<file path="src/rtl/collatz_panel_pkg.sv">
// ============================================================================
// collatz_panel_pkg : shared types and helpers for the Collatz front panel
// Revision 1.0
// ============================================================================
`default_nettype none

package collatz_panel_pkg;

    typedef enum logic [1:0] {
        IDLE   = 2'd0,
        LAUNCH = 2'd1,
        RUN    = 2'd2
    } state_e;

    localparam int KEY_INC = 0;
    localparam int KEY_DEC = 1;
    localparam int KEY_CLR = 2;
    localparam int KEY_GO  = 3;

    // Largest value representable in the given number of BCD digits.
    function automatic int unsigned bcd_max(input int unsigned digits);
        int unsigned r;
        r = 1;
        for (int unsigned i = 0; i < digits; i++) begin
            r = r * 10;
        end
        return r - 1;
    endfunction

endpackage

`default_nettype wire

</file>
<file path="src/rtl/collatz_panel_ctrl_bcd_serial.sv">
// ============================================================================
// bcd_serial : serial shift-add-3 binary to BCD converter, saturating to 9s
// Revision 1.0
// ============================================================================
`default_nettype none

module bcd_serial
    import collatz_panel_pkg::*;
#(
    parameter int IN_WIDTH = 12,
    parameter int DIGITS   = 3
) (
    input  logic                  clk,
    input  logic                  rst_n,
    input  logic                  load,
    input  logic [IN_WIDTH-1:0]   din,
    output logic                  busy,
    output logic                  valid,
    output logic [4*DIGITS-1:0]   bcd,
    output logic                  ovf
);

    localparam int                BW   = 4 * DIGITS;
    localparam int                CW   = $clog2(IN_WIDTH + 1);
    localparam longint unsigned   MAXV = longint'(bcd_max(DIGITS));
    localparam logic [BW-1:0]     ALL9 = {DIGITS{4'h9}};

    logic [IN_WIDTH-1:0] sh_q;
    logic [BW-1:0]       acc_q, acc_adj, acc_next, bcd_q;
    logic [CW-1:0]       cnt_q;
    logic                busy_q, valid_q, ovf_pend_q, ovf_q;
    logic                big;

    assign big = (64'(din) > MAXV);

    always_comb begin
        acc_adj = acc_q;
        for (int d = 0; d < DIGITS; d++) begin
            if (acc_q[4*d +: 4] >= 4'd5) begin
                acc_adj[4*d +: 4] = acc_q[4*d +: 4] + 4'd3;
            end
        end
        acc_next = {acc_adj[BW-2:0], sh_q[IN_WIDTH-1]};
    end

    // A load always wins, so a restart mid-conversion simply begins anew.
    always_ff @(posedge clk or negedge rst_n) begin
        if (!rst_n) begin
            sh_q       <= '0;
            acc_q      <= '0;
            cnt_q      <= '0;
            busy_q     <= 1'b0;
            valid_q    <= 1'b0;
            ovf_pend_q <= 1'b0;
            ovf_q      <= 1'b0;
            bcd_q      <= '0;
        end else begin
            valid_q <= 1'b0;
            if (load) begin
                sh_q       <= din;
                acc_q      <= '0;
                cnt_q      <= CW'(IN_WIDTH);
                busy_q     <= 1'b1;
                ovf_pend_q <= big;
            end else if (busy_q) begin
                if (cnt_q != '0) begin
                    acc_q <= acc_next;
                    sh_q  <= sh_q << 1;
                    cnt_q <= cnt_q - 1'b1;
                end else begin
                    busy_q  <= 1'b0;
                    valid_q <= 1'b1;
                    bcd_q   <= ovf_pend_q ? ALL9 : acc_q;
                    ovf_q   <= ovf_pend_q;
                end
            end
        end
    end

    assign busy  = busy_q;
    assign valid = valid_q;
    assign bcd   = bcd_q;
    assign ovf   = ovf_q;

endmodule

`default_nettype wire

</file>
<file path="src/rtl/collatz_panel_ctrl.sv">
// ============================================================================
// collatz_panel_ctrl : debounced key handling, start value and run handshake
// for the Collatz range engine, with serial BCD display fields.
// Optional macro AUTOREPEAT_EN enables autorepeat on held inc/dec.
// Revision 1.0
// ============================================================================
`default_nettype none

module collatz_panel_ctrl
    import collatz_panel_pkg::*;
#(
    parameter int N_WIDTH      = 12,
    parameter int COUNT_WIDTH  = 16,
    parameter int DIGITS       = 3,
    parameter int N_MAX        = 255,
    parameter int DEBOUNCE_CYC = 1000000,
    parameter int REPEAT_CYC   = 10000000
) (
    input  logic                    clk,
    input  logic                    rst_n,
    input  logic [3:0]              key,
    input  logic [N_WIDTH-1:0]      sw,
    input  logic                    done,
    input  logic [COUNT_WIDTH-1:0]  count,
    output logic                    go,
    output logic [N_WIDTH-1:0]      start,
    output logic                    busy,
    output logic [4*DIGITS-1:0]     n_bcd,
    output logic [4*DIGITS-1:0]     c_bcd,
    output logic                    c_ovf
);

    localparam int                 DB_W    = $clog2(DEBOUNCE_CYC + 1);
    localparam logic [N_WIDTH-1:0] N_MAX_V = N_WIDTH'(N_MAX);

    logic [1:0]         rst_sync_q;
    logic               rst_int_n;
    logic [3:0]         press_evt;
    logic [3:0]         key_evt;
    state_e             state_q, state_d;
    logic [N_WIDTH-1:0] start_q, start_d;
    logic               c_load;

    always_ff @(posedge clk or negedge rst_n) begin
        if (!rst_n) rst_sync_q <= 2'b00;
        else        rst_sync_q <= {rst_sync_q[0], 1'b1};
    end
    assign rst_int_n = rst_sync_q[1];

`ifdef AUTOREPEAT_EN
    logic [1:0] held;
`endif

    for (genvar k = 0; k < 4; k++) begin : g_key
        logic [1:0]      sync_q;
        logic            stable_q;
        logic            press_q;
        logic [DB_W-1:0] cnt_q;

        // stable_q is 1 when pressed; the counter only runs while the
        // synchronised sample disagrees with the accepted state.
        always_ff @(posedge clk or negedge rst_int_n) begin
            if (!rst_int_n) begin
                sync_q   <= 2'b11;
                stable_q <= 1'b0;
                press_q  <= 1'b0;
                cnt_q    <= '0;
            end else begin
                sync_q  <= {sync_q[0], key[k]};
                press_q <= 1'b0;
                if (~sync_q[1] != stable_q) begin
                    if (cnt_q == DB_W'(DEBOUNCE_CYC - 1)) begin
                        stable_q <= ~sync_q[1];
                        press_q  <= ~sync_q[1];
                        cnt_q    <= '0;
                    end else begin
                        cnt_q <= cnt_q + 1'b1;
                    end
                end else begin
                    cnt_q <= '0;
                end
            end
        end
        assign press_evt[k] = press_q;
`ifdef AUTOREPEAT_EN
        if (k < 2) begin : g_held
            assign held[k] = stable_q;
        end
`endif
    end

`ifdef AUTOREPEAT_EN
    localparam int REP_W = $clog2(REPEAT_CYC + 1);

    for (genvar r = 0; r < 2; r++) begin : g_rep
        logic [REP_W-1:0] rep_q;
        logic             rep_evt_q;

        always_ff @(posedge clk or negedge rst_int_n) begin
            if (!rst_int_n) begin
                rep_q     <= '0;
                rep_evt_q <= 1'b0;
            end else begin
                rep_evt_q <= 1'b0;
                if (!held[r]) begin
                    rep_q <= '0;
                end else if (rep_q == REP_W'(REPEAT_CYC - 1)) begin
                    rep_q     <= '0;
                    rep_evt_q <= 1'b1;
                end else begin
                    rep_q <= rep_q + 1'b1;
                end
            end
        end
        assign key_evt[r] = press_evt[r] | rep_evt_q;
    end
    assign key_evt[3:2] = press_evt[3:2];
`else
    assign key_evt = press_evt;
`endif

    always_ff @(posedge clk or negedge rst_int_n) begin
        if (!rst_int_n) begin
            state_q <= IDLE;
            start_q <= '0;
        end else begin
            state_q <= state_d;
            start_q <= start_d;
        end
    end

    always_comb begin
        state_d = state_q;
        start_d = start_q;
        c_load  = 1'b0;
        case (state_q)
            IDLE: begin
                if (key_evt[KEY_GO]) begin
                    start_d = (sw > N_MAX_V) ? N_MAX_V : sw;
                    state_d = LAUNCH;
                end else if (key_evt[KEY_CLR]) begin
                    start_d = '0;
                end else if (key_evt[KEY_INC]) begin
                    if (start_q < N_MAX_V) start_d = start_q + 1'b1;
                end else if (key_evt[KEY_DEC]) begin
                    if (start_q != '0) start_d = start_q - 1'b1;
                end
            end
            LAUNCH: state_d = RUN;
            RUN: begin
                if (done) begin
                    c_load  = 1'b1;
                    state_d = IDLE;
                end
            end
            default: state_d = IDLE;
        endcase
    end

    assign go    = (state_q == LAUNCH);
    assign busy  = (state_q != IDLE);
    assign start = start_q;

    logic n_busy, n_valid, n_ovf, c_busy, c_valid;

    bcd_serial #(.IN_WIDTH(N_WIDTH), .DIGITS(DIGITS)) u_n_bcd (
        .clk   (clk),
        .rst_n (rst_int_n),
        .load  (start_d != start_q),
        .din   (start_d),
        .busy  (n_busy),
        .valid (n_valid),
        .bcd   (n_bcd),
        .ovf   (n_ovf)
    );

    bcd_serial #(.IN_WIDTH(COUNT_WIDTH), .DIGITS(DIGITS)) u_c_bcd (
        .clk   (clk),
        .rst_n (rst_int_n),
        .load  (c_load),
        .din   (count),
        .busy  (c_busy),
        .valid (c_valid),
        .bcd   (c_bcd),
        .ovf   (c_ovf)
    );

    logic unused_status;
    assign unused_status = ^{n_busy, n_valid, n_ovf, c_busy, c_valid};

endmodule

`default_nettype wire

</file>
<file path="config.mk">
export PLATFORM = sky130hd
export DESIGN_NAME = collatz_panel_ctrl
export DESIGN_NICKNAME = d
export VERILOG_FILES = /design/src/rtl/collatz_panel_pkg.sv /design/src/rtl/collatz_panel_ctrl_bcd_serial.sv /design/src/rtl/collatz_panel_ctrl.sv
export SDC_FILE = /design/constraint.sdc
export NUM_CORES = 1
export LEC_CHECK = 0
export CAP_MARGIN = 20
export CORE_UTILIZATION = 60
export DETAILED_ROUTE_END_ITERATION = 7
export GPL_ROUTABILITY_DRIVEN = 0
export PLACE_DENSITY_LB_ADDON = 0.08
export SLEW_MARGIN = 0
export SYNTH_ARGS = -nofsm -noshare
export SYNTH_HDL_FRONTEND = slang
export SYNTH_SLANG_ARGS = --single-unit
</file>
<file path="constraint.sdc">
create_clock -name clk -period 15.84 [get_ports clk]
set_input_delay 4.752 -clock clk [delete_from_list [all_inputs] [get_ports clk]]
set_output_delay 4.752 -clock clk [all_outputs]
set_load 0.05 [all_outputs]
</file>
==> metrics.cfg <==
[outcome]
status = completed

[synthesis]
synth_cell_types = 74
async_flop_share_pct = 100.0
synth_seq_cells = 202
synth_ff_type = dfrtp_1
synthCells = 1112
yosys_warnings = 0
syn_area_per_cell_sq_um = 9.304
synth_area_sq_um = 10350
syn_nets = 1170
seq_area_frac_synth_pct = 48.95
synth-edff-count = 0

[global_routing]
antenna_found_initial = 0
grt.total_usage_pct = 25.48
gr-total-overflow = 0
grt_max_degree = 80
grt_pass1_wl_um = 37140
grt_pass1_vias = 7674

[clocking]
cts_buffers = 22
cts.repair.resized = 0
cts_tree = done
clock-sinks = 202
clockRootBuffer = clkbuf_16
htreeDepth = 1
clk_latency_ns = 0.50
postCtsSetupBuffers = 0
cts_max_path_buffers = 3
path_clk_slew_ns = 0.06
postCtsHoldBufs = 0

[die]
initial_utilization_pct = 61.95
die_h_um = 133.3
dieArea_sq_um = 17770
die_x_um = 133.3
rows = 47
io-pin-count = 74
core_region_area_sq_um = 16700

[routing]
antenna_left = 0
routed_wl_um = 22100
first_pass_iters = 5
drc = 0
drt_iter0_drc = 488
wl_per_cell_um = 15.72
via_count = 8219
via_per_inst = 5.846

[critical_path]
crit_slowest_cell = clkdlybuf4s50_1
crit_path_end_kind = output pin
cp-start-kind = register
cp_max_fo = 18
crit_chain = nor2_1 > clkinv_1 > clkdlybuf4s50_1
cp_data_arrival_time_ns = 3.27
slowest_delay_ns = 0.89
cp.required_ns = 11.09
critPathKind = register to output pin

[timing]
skew_ns = 0.01229
fin_ws_ns = 7.819
finalSetupViolCount = 0
rsz0062_at_grt = no
finalSetupTns_ns = 0
finalMaxSlewViolations = 0
tightest_slew_ns = 0.9837
post-route-period-util_pct = 50.64
fmax_mhz = 124.7
relSlewSlack_pct = 34.18
holdWs_ns = 0.3529
fin_crit_ns = 8.021
hold_viol_final = 0

[power]
ir_worst_vdd_mv = 0.09793
p_total_mw = 1.058
p_per_area_nw_per_um2 = 88.51
leakage_nw = 5.265

[final_layout]
nets = 1228
drive_above_1_share_pct = 6.408
area_growth_pct = 15.59
final_util_pct = 71.61
num_antenna_cells = 0

[placed_design]
pre_cts_ws_ns = 7.464
dp_hpwl_um = 14920
portBuffers = 73

[worst_hold_path]
holdCritPathClass = register to register

[run]
cap_violations = 0

## cell usage after synthesis (23+ instances only)
master	n	area [sq um]
dfrtp_1	194	4855
a31oi_1	24	150.1
o21ai_0	55	275.3
inv_1	43	161.4
xnor2_1	49	429.2
xor2_1	27	236.5
a21oi_1	60	300.3
nor2_1	170	638.1
ha_1	23	287.8
and3_1	25	156.4
nand3_1	46	230.2
clkbuf_1	39	146.4
nand2_1	118	442.9
## critical path: cells and delay by family, from the launching register on
kind,cells,cell delay [ns]
flip-flops,1,0.42
buffers and inverters,2,1.65
AND/OR/NAND/NOR,1,0.68
## per-layer routing
metal	vias up	share of wire, %	global-route usage (%)	wire length, um
met2	215	46	40.57	10100
met5	-	0	0	0
met4	0	2.9	8.838	650
li1	4001	-	-	-
met3	51	5.4	4.490	1203
met1	3952	46	35.33	10150
## sequential cells by signal, summed over array words and instances (netlist names), 2 cells and up
signal	flops
u_n_bcd.cnt_q	4
g_key.stable_q	4
u_n_bcd.bcd	12
u_n_bcd.sh_q	12
u_c_bcd.acc_q	12
u_c_bcd.cnt_q	5
u_c_bcd.bcd	12
u_n_bcd.acc_q	12
g_key.cnt_q	80
g_key.sync_q	8
rst_sync_q	2
start	12
g_key.press_q	4
u_c_bcd.sh_q	16
state_q	2
## placed cells by master (no fill, tap or decap), drive strengths merged, types with 17 or more instances in the layout
master and count:
clkdlybuf4s50 73, dfrtp 194, inv 43, or3 18, nand2 118, a21oi 60, mux2i 18, nor3 17
xnor2 49, ha 23, xor2 27, and3 25, nand4 17, nand3 46, clkbuf 34, nor2 170
a31oi 24, o21ai 55
## stage by stage
| stage | instance area [sq um] | std cells |
|---|---|---|
| final | 11960 | 1406 |
| after detailed placement | 11200 | 1364 |
| after global placement | 11200 | 1364 |
| after CTS | 11920 | 1404 |
| after floorplan | 10350 | 1112 |
| after global routing | 11960 | 1406 |
## kinds of logic after synthesis
logic type / Yosys count / synth area share (%)
mux: 30 / 3.193
buf+inv: 90 / 3.531
xor+xnor: 76 / 6.434
other cells: 1 / 0.03625
flops: 202 / 48.95
compound gates: 203 / 12.40
fa+ha+maj: 23 / 2.782
simple gates: 487 / 22.68
## where the power goes
part	internal (mW)	leakage [nW]	switching, mW
registers	0.521	2.69	0.00608
clock network	0.305	0.356	0.200
logic	0.0115	2.22	0.0151
total	0.838	5.27	0.221
## path summary, 6_finish.rpt
| kind | startpoint | endpoint | slack, ns | depth (start not counted) |
|---|---|---|---|---|
| setup / recovery | state_q[1] | busy | 7.82 | 3 |
| hold / removal | g_key[1].sync_q[0] | g_key[1].sync_q[1] | 0.35 | 0 |
| setup reg to reg | start[0] | u_n_bcd.sh_q[0] | 11.78 | 9 |
| hold reg to reg | g_key[1].sync_q[0] | g_key[1].sync_q[1] | 0.35 | 0 |
| max in group asynchronous | rst_n | rst_sync_q[1] | 11.30 | 1 |
| min in group asynchronous | rst_sync_q[1] | g_key[3].cnt_q[16] | 0.39 | 0 |
## final cells by class
cell class / instances / area [sq um]
clock buffers: 34 / 666.9
multi-input cells: 820 / 4918
flip-flops and latches: 202 / 5069
fillers: 1335 / 4742
well taps: 220 / 275.3
repair buffers: 80 / 807.0
clock inverters: 6 / 57.56
inverters: 44 / 165.2
Power figures use the tool's default switching activity.
